`src/rtl/core_pkg.sv`:
```
// Shared types for the pipeline hazard unit.
// Contents: register-address width, forwarding-select encoding, shadow pipeline
// stage payloads (destination info for every stage, source info for EX only).
package core_pkg;

    localparam int unsigned REG_ADDR_W = 5;

    typedef enum logic [1:0] {
        FWD_RF    = 2'b00,
        FWD_EXMEM = 2'b01,
        FWD_MEMWB = 2'b10
    } fwd_sel_e;

    // Destination bookkeeping carried by every shadow stage
    typedef struct packed {
        logic                  valid;
        logic [REG_ADDR_W-1:0] rd;
        logic                  reg_write;
        logic                  is_load;
    } shadow_stage_t;

    // Source operands of the instruction sitting in EX
    typedef struct packed {
        logic [REG_ADDR_W-1:0] rs1;
        logic [REG_ADDR_W-1:0] rs2;
        logic                  use_rs1;
        logic                  use_rs2;
    } ex_src_t;

endpackage

```
`src/rtl/pipe_hazard_unit_if.sv`:
```
// Bus between the datapath and the hazard unit.
// master: datapath side (drives ID decode info, redirect, busy; receives controls)
// slave : hazard unit side
//   id_valid/id_rs1/id_rs2/id_use_rs1/id_use_rs2/id_rd/id_reg_write/id_is_load : ID decode
//   ex_redirect, ex_busy, mem_busy                                            : pipeline events
//   pc_en, if_id_en, id_ex_en, ex_mem_en, mem_wb_en                            : register enables
//   if_id_flush, id_ex_bubble, fwd_rs1_sel, fwd_rs2_sel                        : squash / forwarding
//   stall_cnt, busy_timeout                                                    : status
interface pipe_hazard_unit_if
    import core_pkg::*;
#(
    parameter int unsigned CNT_W = 32
) ();

    logic                  id_valid;
    logic [REG_ADDR_W-1:0] id_rs1;
    logic [REG_ADDR_W-1:0] id_rs2;
    logic                  id_use_rs1;
    logic                  id_use_rs2;
    logic [REG_ADDR_W-1:0] id_rd;
    logic                  id_reg_write;
    logic                  id_is_load;
    logic                  ex_redirect;
    logic                  ex_busy;
    logic                  mem_busy;

    logic                  pc_en;
    logic                  if_id_en;
    logic                  id_ex_en;
    logic                  ex_mem_en;
    logic                  mem_wb_en;
    logic                  if_id_flush;
    logic                  id_ex_bubble;
    fwd_sel_e              fwd_rs1_sel;
    fwd_sel_e              fwd_rs2_sel;
    logic [CNT_W-1:0]      stall_cnt;
    logic                  busy_timeout;

    modport master (
        output id_valid, id_rs1, id_rs2, id_use_rs1, id_use_rs2, id_rd,
               id_reg_write, id_is_load, ex_redirect, ex_busy, mem_busy,
        input  pc_en, if_id_en, id_ex_en, ex_mem_en, mem_wb_en, if_id_flush,
               id_ex_bubble, fwd_rs1_sel, fwd_rs2_sel, stall_cnt, busy_timeout
    );

    modport slave (
        input  id_valid, id_rs1, id_rs2, id_use_rs1, id_use_rs2, id_rd,
               id_reg_write, id_is_load, ex_redirect, ex_busy, mem_busy,
        output pc_en, if_id_en, id_ex_en, ex_mem_en, mem_wb_en, if_id_flush,
               id_ex_bubble, fwd_rs1_sel, fwd_rs2_sel, stall_cnt, busy_timeout
    );

endinterface

```
`src/rtl/hazard_cmp.sv`:
```
// One source register against one shadow stage: true when the stage holds a
// live, register-writing instruction whose non-x0 rd equals the source.
//   src, src_used : source address and whether it is actually read
//   stage         : shadow stage contents
//   skip_load     : ignore the stage when it holds a load (result not ready yet)
//   match_c       : combinational match
module hazard_cmp
    import core_pkg::*;
(
    input  logic [REG_ADDR_W-1:0] src,
    input  logic                  src_used,
    input  shadow_stage_t         stage,
    input  logic                  skip_load,
    output logic                  match_c
);

    assign match_c = src_used & stage.valid & stage.reg_write
                   & ~(skip_load & stage.is_load)
                   & (stage.rd != '0) & (stage.rd == src);

endmodule

```
`src/rtl/pipe_hazard_unit.sv`:
```
// Pipeline control for the 5-stage core: shadow EX/MEM/WB destination tracking,
// freeze / redirect / load-use priority, per-stage enables, EX forwarding selects,
// stall-cycle counter and sticky busy timeout.
// Ports: clk, reset (synchronous, active-high), bus (pipe_hazard_unit_if.slave).
// Build option HAZARD_FWD_EN: when defined, EX operands are forwarded and only
// load-use stalls; when undefined, selects stay at the regfile and any RAW against
// EX or MEM stalls until the producer reaches WB.
module pipe_hazard_unit
    import core_pkg::*;
#(
    parameter int unsigned BUSY_TIMEOUT = 64,
    parameter int unsigned CNT_W        = 32
) (
    input  logic              clk,
    input  logic              reset,
    pipe_hazard_unit_if.slave bus
);

    localparam int unsigned BUSY_W = $clog2(BUSY_TIMEOUT + 1);

    logic              run_q;
    shadow_stage_t     ex_q;
    shadow_stage_t     mem_q;
    shadow_stage_t     id_stage_c;
    logic              active_c;
    logic              busy_c;
    logic              stall_c;
    logic              rs1_used_c;
    logic              rs2_used_c;
    logic              ex_rs1_c;
    logic              ex_rs2_c;
    logic              pc_en_c;
    logic              if_id_en_c;
    logic              id_ex_en_c;
    logic              ex_mem_en_c;
    logic              mem_wb_en_c;
    logic              flush_c;
    logic              bubble_c;
    logic [CNT_W-1:0]  stall_cnt_q;
    logic [BUSY_W-1:0] busy_cnt_q;
    logic              timeout_q;

    // run_q holds enables low for the first cycle out of reset
    assign active_c   = run_q & ~reset;
    assign busy_c     = bus.ex_busy | bus.mem_busy;
    assign rs1_used_c = bus.id_valid & bus.id_use_rs1;
    assign rs2_used_c = bus.id_valid & bus.id_use_rs2;
    assign id_stage_c = '{valid: bus.id_valid, rd: bus.id_rd,
                          reg_write: bus.id_reg_write, is_load: bus.id_is_load};

    // ID sources against the instruction in EX
    hazard_cmp u_ex_rs1 (.src(bus.id_rs1), .src_used(rs1_used_c), .stage(ex_q),
                         .skip_load(1'b0), .match_c(ex_rs1_c));
    hazard_cmp u_ex_rs2 (.src(bus.id_rs2), .src_used(rs2_used_c), .stage(ex_q),
                         .skip_load(1'b0), .match_c(ex_rs2_c));

`ifdef HAZARD_FWD_EN
    ex_src_t       ex_src_q;
    ex_src_t       id_src_c;
    shadow_stage_t wb_q;
    logic          mem_fwd1_c;
    logic          mem_fwd2_c;
    logic          wb_fwd1_c;
    logic          wb_fwd2_c;

    assign id_src_c = '{rs1: bus.id_rs1, rs2: bus.id_rs2,
                        use_rs1: bus.id_use_rs1, use_rs2: bus.id_use_rs2};

    // Source tracking for EX and the extra WB stage, only needed for forwarding
    always_ff @(posedge clk) begin
        if (reset) begin
            ex_src_q <= '0;
            wb_q     <= '0;
        end else begin
            if (id_ex_en_c) ex_src_q <= bubble_c ? '0 : id_src_c;
            if (mem_wb_en_c) wb_q <= mem_q;
        end
    end

    // A load in MEM has no result yet, so it cannot feed the EX/MEM path
    hazard_cmp u_mem_fwd1 (.src(ex_src_q.rs1), .src_used(ex_q.valid & ex_src_q.use_rs1),
                           .stage(mem_q), .skip_load(1'b1), .match_c(mem_fwd1_c));
    hazard_cmp u_mem_fwd2 (.src(ex_src_q.rs2), .src_used(ex_q.valid & ex_src_q.use_rs2),
                           .stage(mem_q), .skip_load(1'b1), .match_c(mem_fwd2_c));
    hazard_cmp u_wb_fwd1  (.src(ex_src_q.rs1), .src_used(ex_q.valid & ex_src_q.use_rs1),
                           .stage(wb_q), .skip_load(1'b0), .match_c(wb_fwd1_c));
    hazard_cmp u_wb_fwd2  (.src(ex_src_q.rs2), .src_used(ex_q.valid & ex_src_q.use_rs2),
                           .stage(wb_q), .skip_load(1'b0), .match_c(wb_fwd2_c));

    // Youngest producer wins
    assign bus.fwd_rs1_sel = reset      ? FWD_RF    :
                             mem_fwd1_c ? FWD_EXMEM :
                             wb_fwd1_c  ? FWD_MEMWB : FWD_RF;
    assign bus.fwd_rs2_sel = reset      ? FWD_RF    :
                             mem_fwd2_c ? FWD_EXMEM :
                             wb_fwd2_c  ? FWD_MEMWB : FWD_RF;

    assign stall_c = ex_q.is_load & (ex_rs1_c | ex_rs2_c);
`else
    logic mem_rs1_c;
    logic mem_rs2_c;

    hazard_cmp u_mem_rs1 (.src(bus.id_rs1), .src_used(rs1_used_c), .stage(mem_q),
                          .skip_load(1'b0), .match_c(mem_rs1_c));
    hazard_cmp u_mem_rs2 (.src(bus.id_rs2), .src_used(rs2_used_c), .stage(mem_q),
                          .skip_load(1'b0), .match_c(mem_rs2_c));

    // Without forwarding every producer in EX or MEM blocks its consumer
    assign stall_c = ex_rs1_c | ex_rs2_c | mem_rs1_c | mem_rs2_c;

    assign bus.fwd_rs1_sel = FWD_RF;
    assign bus.fwd_rs2_sel = FWD_RF;
`endif

    // Priority: freeze, redirect, stall, run
    always_comb begin
        pc_en_c     = 1'b0;
        if_id_en_c  = 1'b0;
        id_ex_en_c  = 1'b0;
        ex_mem_en_c = 1'b0;
        mem_wb_en_c = 1'b0;
        flush_c     = 1'b0;
        bubble_c    = 1'b0;
        if (active_c && !busy_c) begin
            id_ex_en_c  = 1'b1;
            ex_mem_en_c = 1'b1;
            mem_wb_en_c = 1'b1;
            if (bus.ex_redirect) begin
                pc_en_c    = 1'b1;
                if_id_en_c = 1'b1;
                flush_c    = 1'b1;
                bubble_c   = 1'b1;
            end else if (stall_c) begin
                bubble_c   = 1'b1;
            end else begin
                pc_en_c    = 1'b1;
                if_id_en_c = 1'b1;
            end
        end
    end

    // Shadow pipeline advances with the datapath enables
    always_ff @(posedge clk) begin
        if (reset) begin
            run_q <= 1'b0;
            ex_q  <= '0;
            mem_q <= '0;
        end else begin
            run_q <= 1'b1;
            if (id_ex_en_c) ex_q <= bubble_c ? '0 : id_stage_c;
            if (ex_mem_en_c) mem_q <= ex_q;
        end
    end

    // Stall statistics and busy watchdog
    always_ff @(posedge clk) begin
        if (reset) begin
            stall_cnt_q <= '0;
            busy_cnt_q  <= '0;
            timeout_q   <= 1'b0;
        end else begin
            if (active_c && !pc_en_c && (stall_cnt_q != '1))
                stall_cnt_q <= stall_cnt_q + CNT_W'(1);
            if (busy_c) begin
                if (busy_cnt_q != BUSY_W'(BUSY_TIMEOUT))
                    busy_cnt_q <= busy_cnt_q + BUSY_W'(1);
                if (busy_cnt_q >= BUSY_W'(BUSY_TIMEOUT - 1))
                    timeout_q <= 1'b1;
            end else begin
                busy_cnt_q <= '0;
            end
        end
    end

    assign bus.pc_en        = pc_en_c;
    assign bus.if_id_en     = if_id_en_c;
    assign bus.id_ex_en     = id_ex_en_c;
    assign bus.ex_mem_en    = ex_mem_en_c;
    assign bus.mem_wb_en    = mem_wb_en_c;
    assign bus.if_id_flush  = flush_c;
    assign bus.id_ex_bubble = bubble_c;
    assign bus.stall_cnt    = stall_cnt_q;
    assign bus.busy_timeout = timeout_q;

endmodule

```
`src/flat_wrapper.sv`:
```
// flat-port wrapper written by rule: the top's interface ports become plain ports
module pipe_hazard_unit_flat import core_pkg::*;
#(
    parameter int unsigned BUSY_TIMEOUT = 64,
    parameter int unsigned CNT_W        = 32
)
  (clk, reset, bus_id_valid, bus_id_rs1, bus_id_rs2, bus_id_use_rs1, bus_id_use_rs2, bus_id_rd, bus_id_reg_write, bus_id_is_load, bus_ex_redirect, bus_ex_busy, bus_mem_busy, bus_pc_en, bus_if_id_en, bus_id_ex_en, bus_ex_mem_en, bus_mem_wb_en, bus_if_id_flush, bus_id_ex_bubble, bus_fwd_rs1_sel, bus_fwd_rs2_sel, bus_stall_cnt, bus_busy_timeout);
  pipe_hazard_unit_if #(.CNT_W(CNT_W)) bus_i ();
  input  logic clk;
  input  logic reset;
  input wire logic [$bits(bus_i.id_valid)-1:0] bus_id_valid;
  input wire logic [$bits(bus_i.id_rs1)-1:0] bus_id_rs1;
  input wire logic [$bits(bus_i.id_rs2)-1:0] bus_id_rs2;
  input wire logic [$bits(bus_i.id_use_rs1)-1:0] bus_id_use_rs1;
  input wire logic [$bits(bus_i.id_use_rs2)-1:0] bus_id_use_rs2;
  input wire logic [$bits(bus_i.id_rd)-1:0] bus_id_rd;
  input wire logic [$bits(bus_i.id_reg_write)-1:0] bus_id_reg_write;
  input wire logic [$bits(bus_i.id_is_load)-1:0] bus_id_is_load;
  input wire logic [$bits(bus_i.ex_redirect)-1:0] bus_ex_redirect;
  input wire logic [$bits(bus_i.ex_busy)-1:0] bus_ex_busy;
  input wire logic [$bits(bus_i.mem_busy)-1:0] bus_mem_busy;
  output wire logic [$bits(bus_i.pc_en)-1:0] bus_pc_en;
  output wire logic [$bits(bus_i.if_id_en)-1:0] bus_if_id_en;
  output wire logic [$bits(bus_i.id_ex_en)-1:0] bus_id_ex_en;
  output wire logic [$bits(bus_i.ex_mem_en)-1:0] bus_ex_mem_en;
  output wire logic [$bits(bus_i.mem_wb_en)-1:0] bus_mem_wb_en;
  output wire logic [$bits(bus_i.if_id_flush)-1:0] bus_if_id_flush;
  output wire logic [$bits(bus_i.id_ex_bubble)-1:0] bus_id_ex_bubble;
  output wire logic [$bits(bus_i.fwd_rs1_sel)-1:0] bus_fwd_rs1_sel;
  output wire logic [$bits(bus_i.fwd_rs2_sel)-1:0] bus_fwd_rs2_sel;
  output wire logic [$bits(bus_i.stall_cnt)-1:0] bus_stall_cnt;
  output wire logic [$bits(bus_i.busy_timeout)-1:0] bus_busy_timeout;
  assign bus_i.id_valid = bus_id_valid;
  assign bus_i.id_rs1 = bus_id_rs1;
  assign bus_i.id_rs2 = bus_id_rs2;
  assign bus_i.id_use_rs1 = bus_id_use_rs1;
  assign bus_i.id_use_rs2 = bus_id_use_rs2;
  assign bus_i.id_rd = bus_id_rd;
  assign bus_i.id_reg_write = bus_id_reg_write;
  assign bus_i.id_is_load = bus_id_is_load;
  assign bus_i.ex_redirect = bus_ex_redirect;
  assign bus_i.ex_busy = bus_ex_busy;
  assign bus_i.mem_busy = bus_mem_busy;
  assign bus_pc_en = bus_i.pc_en;
  assign bus_if_id_en = bus_i.if_id_en;
  assign bus_id_ex_en = bus_i.id_ex_en;
  assign bus_ex_mem_en = bus_i.ex_mem_en;
  assign bus_mem_wb_en = bus_i.mem_wb_en;
  assign bus_if_id_flush = bus_i.if_id_flush;
  assign bus_id_ex_bubble = bus_i.id_ex_bubble;
  assign bus_fwd_rs1_sel = bus_i.fwd_rs1_sel;
  assign bus_fwd_rs2_sel = bus_i.fwd_rs2_sel;
  assign bus_stall_cnt = bus_i.stall_cnt;
  assign bus_busy_timeout = bus_i.busy_timeout;
  pipe_hazard_unit #(.BUSY_TIMEOUT(BUSY_TIMEOUT), .CNT_W(CNT_W)) u_core (.clk(clk), .reset(reset), .bus(bus_i));
endmodule
```
`config.mk`:
```
export PLATFORM = sky130hd
export DESIGN_NAME = pipe_hazard_unit_flat
export DESIGN_NICKNAME = d
export VERILOG_FILES = /design/src/rtl/core_pkg.sv /design/src/rtl/pipe_hazard_unit_if.sv /design/src/rtl/hazard_cmp.sv /design/src/rtl/pipe_hazard_unit.sv /design/src/flat_wrapper.sv
export SDC_FILE = /design/constraint.sdc
export NUM_CORES = 1
export LEC_CHECK = 0
export ABC_AREA = 1
export CAP_MARGIN = 40
export CORE_MARGIN = 2
export CORE_UTILIZATION = 45
export CTS_CLUSTER_SIZE = 28
export DETAILED_ROUTE_END_ITERATION = 10
export PLACE_DENSITY_LB_ADDON = 0.08
export SLEW_MARGIN = 10
export SYNTH_ARGS = -nofsm -noshare
export SYNTH_HDL_FRONTEND = slang
export SYNTH_SLANG_ARGS = --single-unit
```
`constraint.sdc`:
```
create_clock -name clk -period 2.9 [get_ports clk]
set_input_delay 0.87 -clock clk [delete_from_list [all_inputs] [get_ports clk]]
set_output_delay 0.87 -clock clk [all_outputs]
set_load 0.01 [all_outputs]
```
## Word-level counts from Yosys, hierarchy flattened

Cells that the tools add are included.

| storage, ports and cells | value |
|---|---|
| output and inout bits | 44 |
| flip-flop bits (word level) | 55 |

| operators by class | value |
|---|---|
| multiplexer cells | 11 |
| equality and inequality tests | 6 |
| reductions and logical operators | 9 |
| add/sub/neg operators | 2 |
| $lt $le $gt $ge | 1 |
| bitwise logic cells | 25 |

Operators by type and width:

| operator | number |
|---|---|
| $add 32x1->32 const B | 1 |
| $ne 32x32->1 const B | 1 |
| $eq 5x5->1 | 4 |
| $and 1x1->1 | 19 |
| $mux 1 | 10 |
| $reduce_bool 5->1 | 2 |
| $mux 8 | 1 |
| $add 7x1->7 const B | 1 |
| $ge 7x6->1 const B | 1 |
| $ne 7x7->1 const B | 1 |
| $or 1x1->1 | 4 |
| $logic_and 1x1->1 | 3 |
| $logic_not 1->1 | 2 |
| $not 1->1 | 2 |
| $reduce_and 2->1 | 1 |
| $reduce_or 2->1 | 1 |

## Longest topological paths before layout

| depth | value |
|---|---|
| depth after elaboration | 14 |
| depth in mapped cells | 14 |

## Modules after synthesis

Synthesis repeated with hierarchy kept, for this count alone.

| second synthesis, totals | value |
|---|---|
| cell total of the unflattened synthesis | 606 |
| area total of the unflattened synthesis | 3,633.5 um^2 |

By module, submodules not included:

| module | seq. area each (um^2) | cells an instance | area an instance (um^2) | instances |
|---|---|---|---|---|
| pipe_hazard_unit | 1,141.1 | 478 | 3,083.0 | 1 |
| hazard_cmp | 0.0 | 32 | 137.6 | 4 |

## Worst setup path before layout

No wires, ideal clock.

| path | value |
|---|---|
| path kind | input -> output |
| start | input bus_mem_busy |
| end | output bus_pc_en |
| required time | 2.030 ns |
| arrival | 1.844 ns |
| cell stages on the path | 7 |
| path slack | 0.186 ns |
| buffers on the path | 2 |
| cells stage by stage | nor2_1 nand2_4 inv_2 nand3_4 buf_6 nand2_4 buf_4 |

| on the way | value |
|---|---|
| cells in the longest elaborated chain, start to end | 4 |

Ends and longest elaborated chain:

| item | line | RTL |
|---|---|---|
| from (decl) | flat_wrapper.sv:21 | `input wire logic [$bits(bus_i.mem_busy)-1:0] bus_mem_busy;` |
| $or 1x1->1 | pipe_hazard_unit.sv:45 | `assign busy_c = bus.ex_busy \| bus.mem_busy;` |
| $logic_not 1->1 | pipe_hazard_unit.sv:124 | `if (active_c && !busy_c) begin` |
| $logic_and 1x1->1 | pipe_hazard_unit.sv:124 |  |
| $mux 1 | - |  |
| to (decl) | flat_wrapper.sv:22 | `output wire logic [$bits(bus_i.pc_en)-1:0] bus_pc_en;` |

No other way between the ends.

## Worst setup path in the final report

| path | value |
|---|---|
| start | input bus_ex_redirect |
| end | output bus_id_ex_bubble |

| on the way | value |
|---|---|
| cells in the longest elaborated chain, start to end | 2 |

Ends and longest elaborated chain:

| item | line | RTL |
|---|---|---|
| from (decl) | flat_wrapper.sv:19 | `input wire logic [$bits(bus_i.ex_redirect)-1:0] bus_ex_redirect;` |
| $mux 1 | pipe_hazard_unit.sv:128 | `if (bus.ex_redirect) begin` |
| $mux 1 | pipe_hazard_unit.sv:124 |  |
| to (decl) | flat_wrapper.sv:28 | `output wire logic [$bits(bus_i.id_ex_bubble)-1:0] bus_id_ex_bubble;` |

No other way between the ends.

==> flow_metrics.py <==
metrics = {
    "status": {
        "status": "complete, no violations",
    },
    "power_and_ir_drop": {
        "p_leak_uw": 0.00200,
        "p_per_area_nw_per_um2": 304,
        "p_sw_share_pct": 26.1,
        "combPwrFrac_pct": 12.4,
        "irDropWorstVdd_mv": 0.180,
        "p_switching_uw": 355,
        "p_clk_share_pct": 30.7,
        "p_int_uw": 1010,
        "p_total_uw": 1360,
        "seqPwrFrac_pct": 56.9,
    },
    "logic_synthesis": {
        "async_flop_share_pct": 0,
        "synth_common_cells": "162 x nand2_1, 108 x nor2_1, 98 x inv_1",
        "synthCells": 599,
        "syn_area_per_cell_sq_um": 6.12,
        "ys_ff_latch": 55,
        "ys_seq_area_share_pct": 30.0,
        "yosysTopAreaCell": "dfxtp_1",
        "syn_area_sq_um": 3660,
        "dominantRegCellSynth": "dfxtp_1",
        "synth-edff-count": 0,
        "yosys_warnings": 0,
        "synth.top_cell.area_share_pct": 30.0,
        "synth.top_cells.by_area": "dfxtp_1 30%, nand2_1 17%, nor2_1 11%",
        "ys_types": 35,
        "yosys.cell_count.top_type": "nand2_1",
    },
    "die": {
        "ios": 69,
        "design.die.area_sq_um": 8880,
        "num_rows": 32,
        "die_w_microns": 94.2,
        "core-area_sq_um": 7810,
        "die_h_microns": 94.2,
        "start_util_pct": 46.9,
    },
    "clock_tree": {
        "numCtsBuffers": 5,
        "cts_root_buffer": "clkbuf_8",
        "cts_tree": "yes",
        "clock_path_buffers": 2,
        "clk_latency_ns": 0.30,
        "cts_htree_levels": 2,
        "cts.sinks": 55,
        "clkSlewWorstSetupHoldPaths_ns": 0.10,
    },
    "setup_path": {
        "cp-start-kind": "input pin",
        "cp_top_family": "buffers and inverters",
        "cp.buffers_inverters": 5,
        "reg2reg_slack_ns": 0.87,
        "crit_type": "input pin to output port",
        "critPathArrivalTime_ns": 1.92,
        "rr_worst_depth": 15,
        "worst_ep_required_time_ns": 2.03,
        "crit_chain": "clkdlybuf4s50_1, inv_1, nor2_4, buf_4, inv_4, nand2_1, buf_2",
        "r2r-start": "u_core.ex_q[4]",
        "cp_max_fo": 5,
        "critical_path.endpoint_type": "output port",
        "r2r-end": "u_core.bus.stall_cnt[26]",
        "cpPeakStageDelay_ns": 0.46,
        "crit_slowest_cell": "clkdlybuf4s50_1",
        "path_depth": 7,
    },
    "place": {
        "dpl.hpwl_microns": 6740,
        "numPortBuffers": 63,
        "placed_area_sq_um": 4430,
        "place_congestion": 0.884,
    },
    "global_route": {
        "grt_max_degree": 24,
        "grt_overflow": 0,
        "grt_pass1_vias": 3473,
        "antenna_found_initial": 0,
        "global_route.usage.total_pct": 20.9,
        "grt_pass1_wl_microns": 15200,
    },
    "finish": {
        "drive_above_1_share_pct": 13.1,
        "fillers": 805,
        "fin_area_sq_um": 4480,
        "final-seq-area_sq_um": 1100,
        "nNetsFinal": 697,
        "syn2layout_area_growth_pct": 22.2,
        "diodes": 0,
        "utilization_pct": 57.3,
        "multi_input_area_sq_um": 2060,
    },
    "flow_run": {
        "max-cap-violations": 0,
    },
    "route": {
        "dr.pass1.iters": 4,
        "drc": 0,
        "final_antenna_net_count": 0,
        "vias": 3698,
        "via_per_inst": 4.79,
        "first_iter_violations": 130,
        "wire_per_inst_microns": 11.4,
        "routed_wl_microns": 8830,
    },
    "sta": {
        "setup_viol": 0,
        "finClkSkew_ns": 0.00624,
        "finalHoldViolations": 0,
        "slew_viol_final": 0,
        "fin_crit_ns": 2.79,
        "max_freq_mhz": 358,
        "tns_ns": 0,
        "hold_slack_ns": 0.472,
        "rsz0062_at_grt": "false",
        "fin_crit_sh_pct": 96.3,
    },
    "hold_path": {
        "hold_end": "u_core.mem_q[1]",
        "hp-start": "u_core.mem_q[1]",
        "hold_class": "flip-flop to flip-flop",
        "worstHoldPathCells": 2,
    },
}
## kinds of logic after synthesis
logic type / count (synthesis) / share of synthesized area (%)
xor+xnor: 6 / 1.43
fa+ha+maj: 3 / 1.02
compound gates: 40 / 7.24
buf+inv: 129 / 15.0
simple gates: 365 / 45.2
other cells: 1 / 0.102
flops: 55 / 30.0
## area by class of cell
type                            count  share of cell area, %
Clock buffer                        7                   1.70
Tap cell                          102                   2.85
Clock inverter                      1                  0.112
Multi-Input combinational cell    418                   45.9
Timing Repair Buffer               81                   15.7
Inverter                          108                   9.11
Sequential cell                    55                   24.6
## layer usage
| layer | up-vias | share of wire, % | wire, microns | track usage (%) |
|---|---|---|---|---|
| met5 | - | 0 | 0 | 0 |
| met4 | 0 | 0.62 | 55 | 3.86 |
| met3 | 6 | 3.6 | 318 | 2.97 |
| met2 | 67 | 47 | 4160 | 36.5 |
| met1 | 1655 | 49 | 4290 | 27.5 |
| li1 | 1970 | - | - | - |
## registers in the layout (all words and copies together) (netlist names)
register / cells
u_core.bus.stall_cnt: 32
u_core.run_q: 1
u_core.ex_q: 7
u_core.mem_q: 7
u_core.bus.busy_timeout: 1
u_core.busy_cnt_q: 7
## per-stage QoR
step / cells / worst slack (ns)
after detailed placement: 763 / -0.683
after CTS: 772 / 0.0124
after global placement: 763 / -0.609
after global routing: 772 / 0.0288
final: 772 / 0.107
after floorplan: 602 / 0.186
## worst max-delay path by stage
| stage | startpoint | slack (ns) | end |
|---|---|---|---|
| CTS | bus_id_rs2[3] | 0.01 | bus_id_ex_bubble |
| global route | bus_id_rs1[2] | 0.03 | bus_id_ex_bubble |
| floorplan | bus_mem_busy | 0.19 | bus_pc_en |
| global placement | bus_id_valid | -0.61 | bus_id_ex_bubble |
| finish | bus_ex_redirect | 0.11 | bus_id_ex_bubble |
| detailed placement | bus_id_rs2[2] | -0.68 | bus_id_ex_bubble |
## power by group through the flow
| stage | logic (uW) | clock network [uW] | registers, uW |
|---|---|---|---|
| after floorplan | 102 | 0 | 792 |
| after global placement | 174 | 0 | 792 |
| after detailed placement | 177 | 0 | 792 |
| after CTS | 171 | 441 | 775 |
| after global routing | 190 | 467 | 776 |
| final | 169 | 417 | 774 |
## layout by cell type (no fill, tap or decap), drive strengths merged, types with 3 or more instances in the layout
| cell type | instances |
|---|---|
| dlygate4sd2 | 5 |
| xor2 | 3 |
| o21bai | 7 |
| nand2 | 168 |
| o21ai | 20 |
| clkdlybuf4s50 | 40 |
| buf | 21 |
| a211oi | 5 |
| clkdlybuf4s15 | 4 |
| nor2 | 120 |
| xnor2 | 3 |
| nor3 | 9 |
| clkbuf | 18 |
| ha | 3 |
| nand4 | 27 |
| dfxtp | 55 |
| conb | 4 |
| nand3 | 38 |
| a21oi | 7 |
| inv | 108 |
## worst min-delay path, delay by kind of cell, from the launching register on
kind,cells,cell delay [ns]
DFF,1,0.33
and+or+nand+nor,2,0.11
## repair_timing
item,CTS,global route
endpoints found under the hold margin,0,0
hold buffers,0,0
setup buffers,1,0
setup endpoints to repair,7,3
resized for setup,40,28
pin swaps,13,16
(Power assumes the default switching activity.)
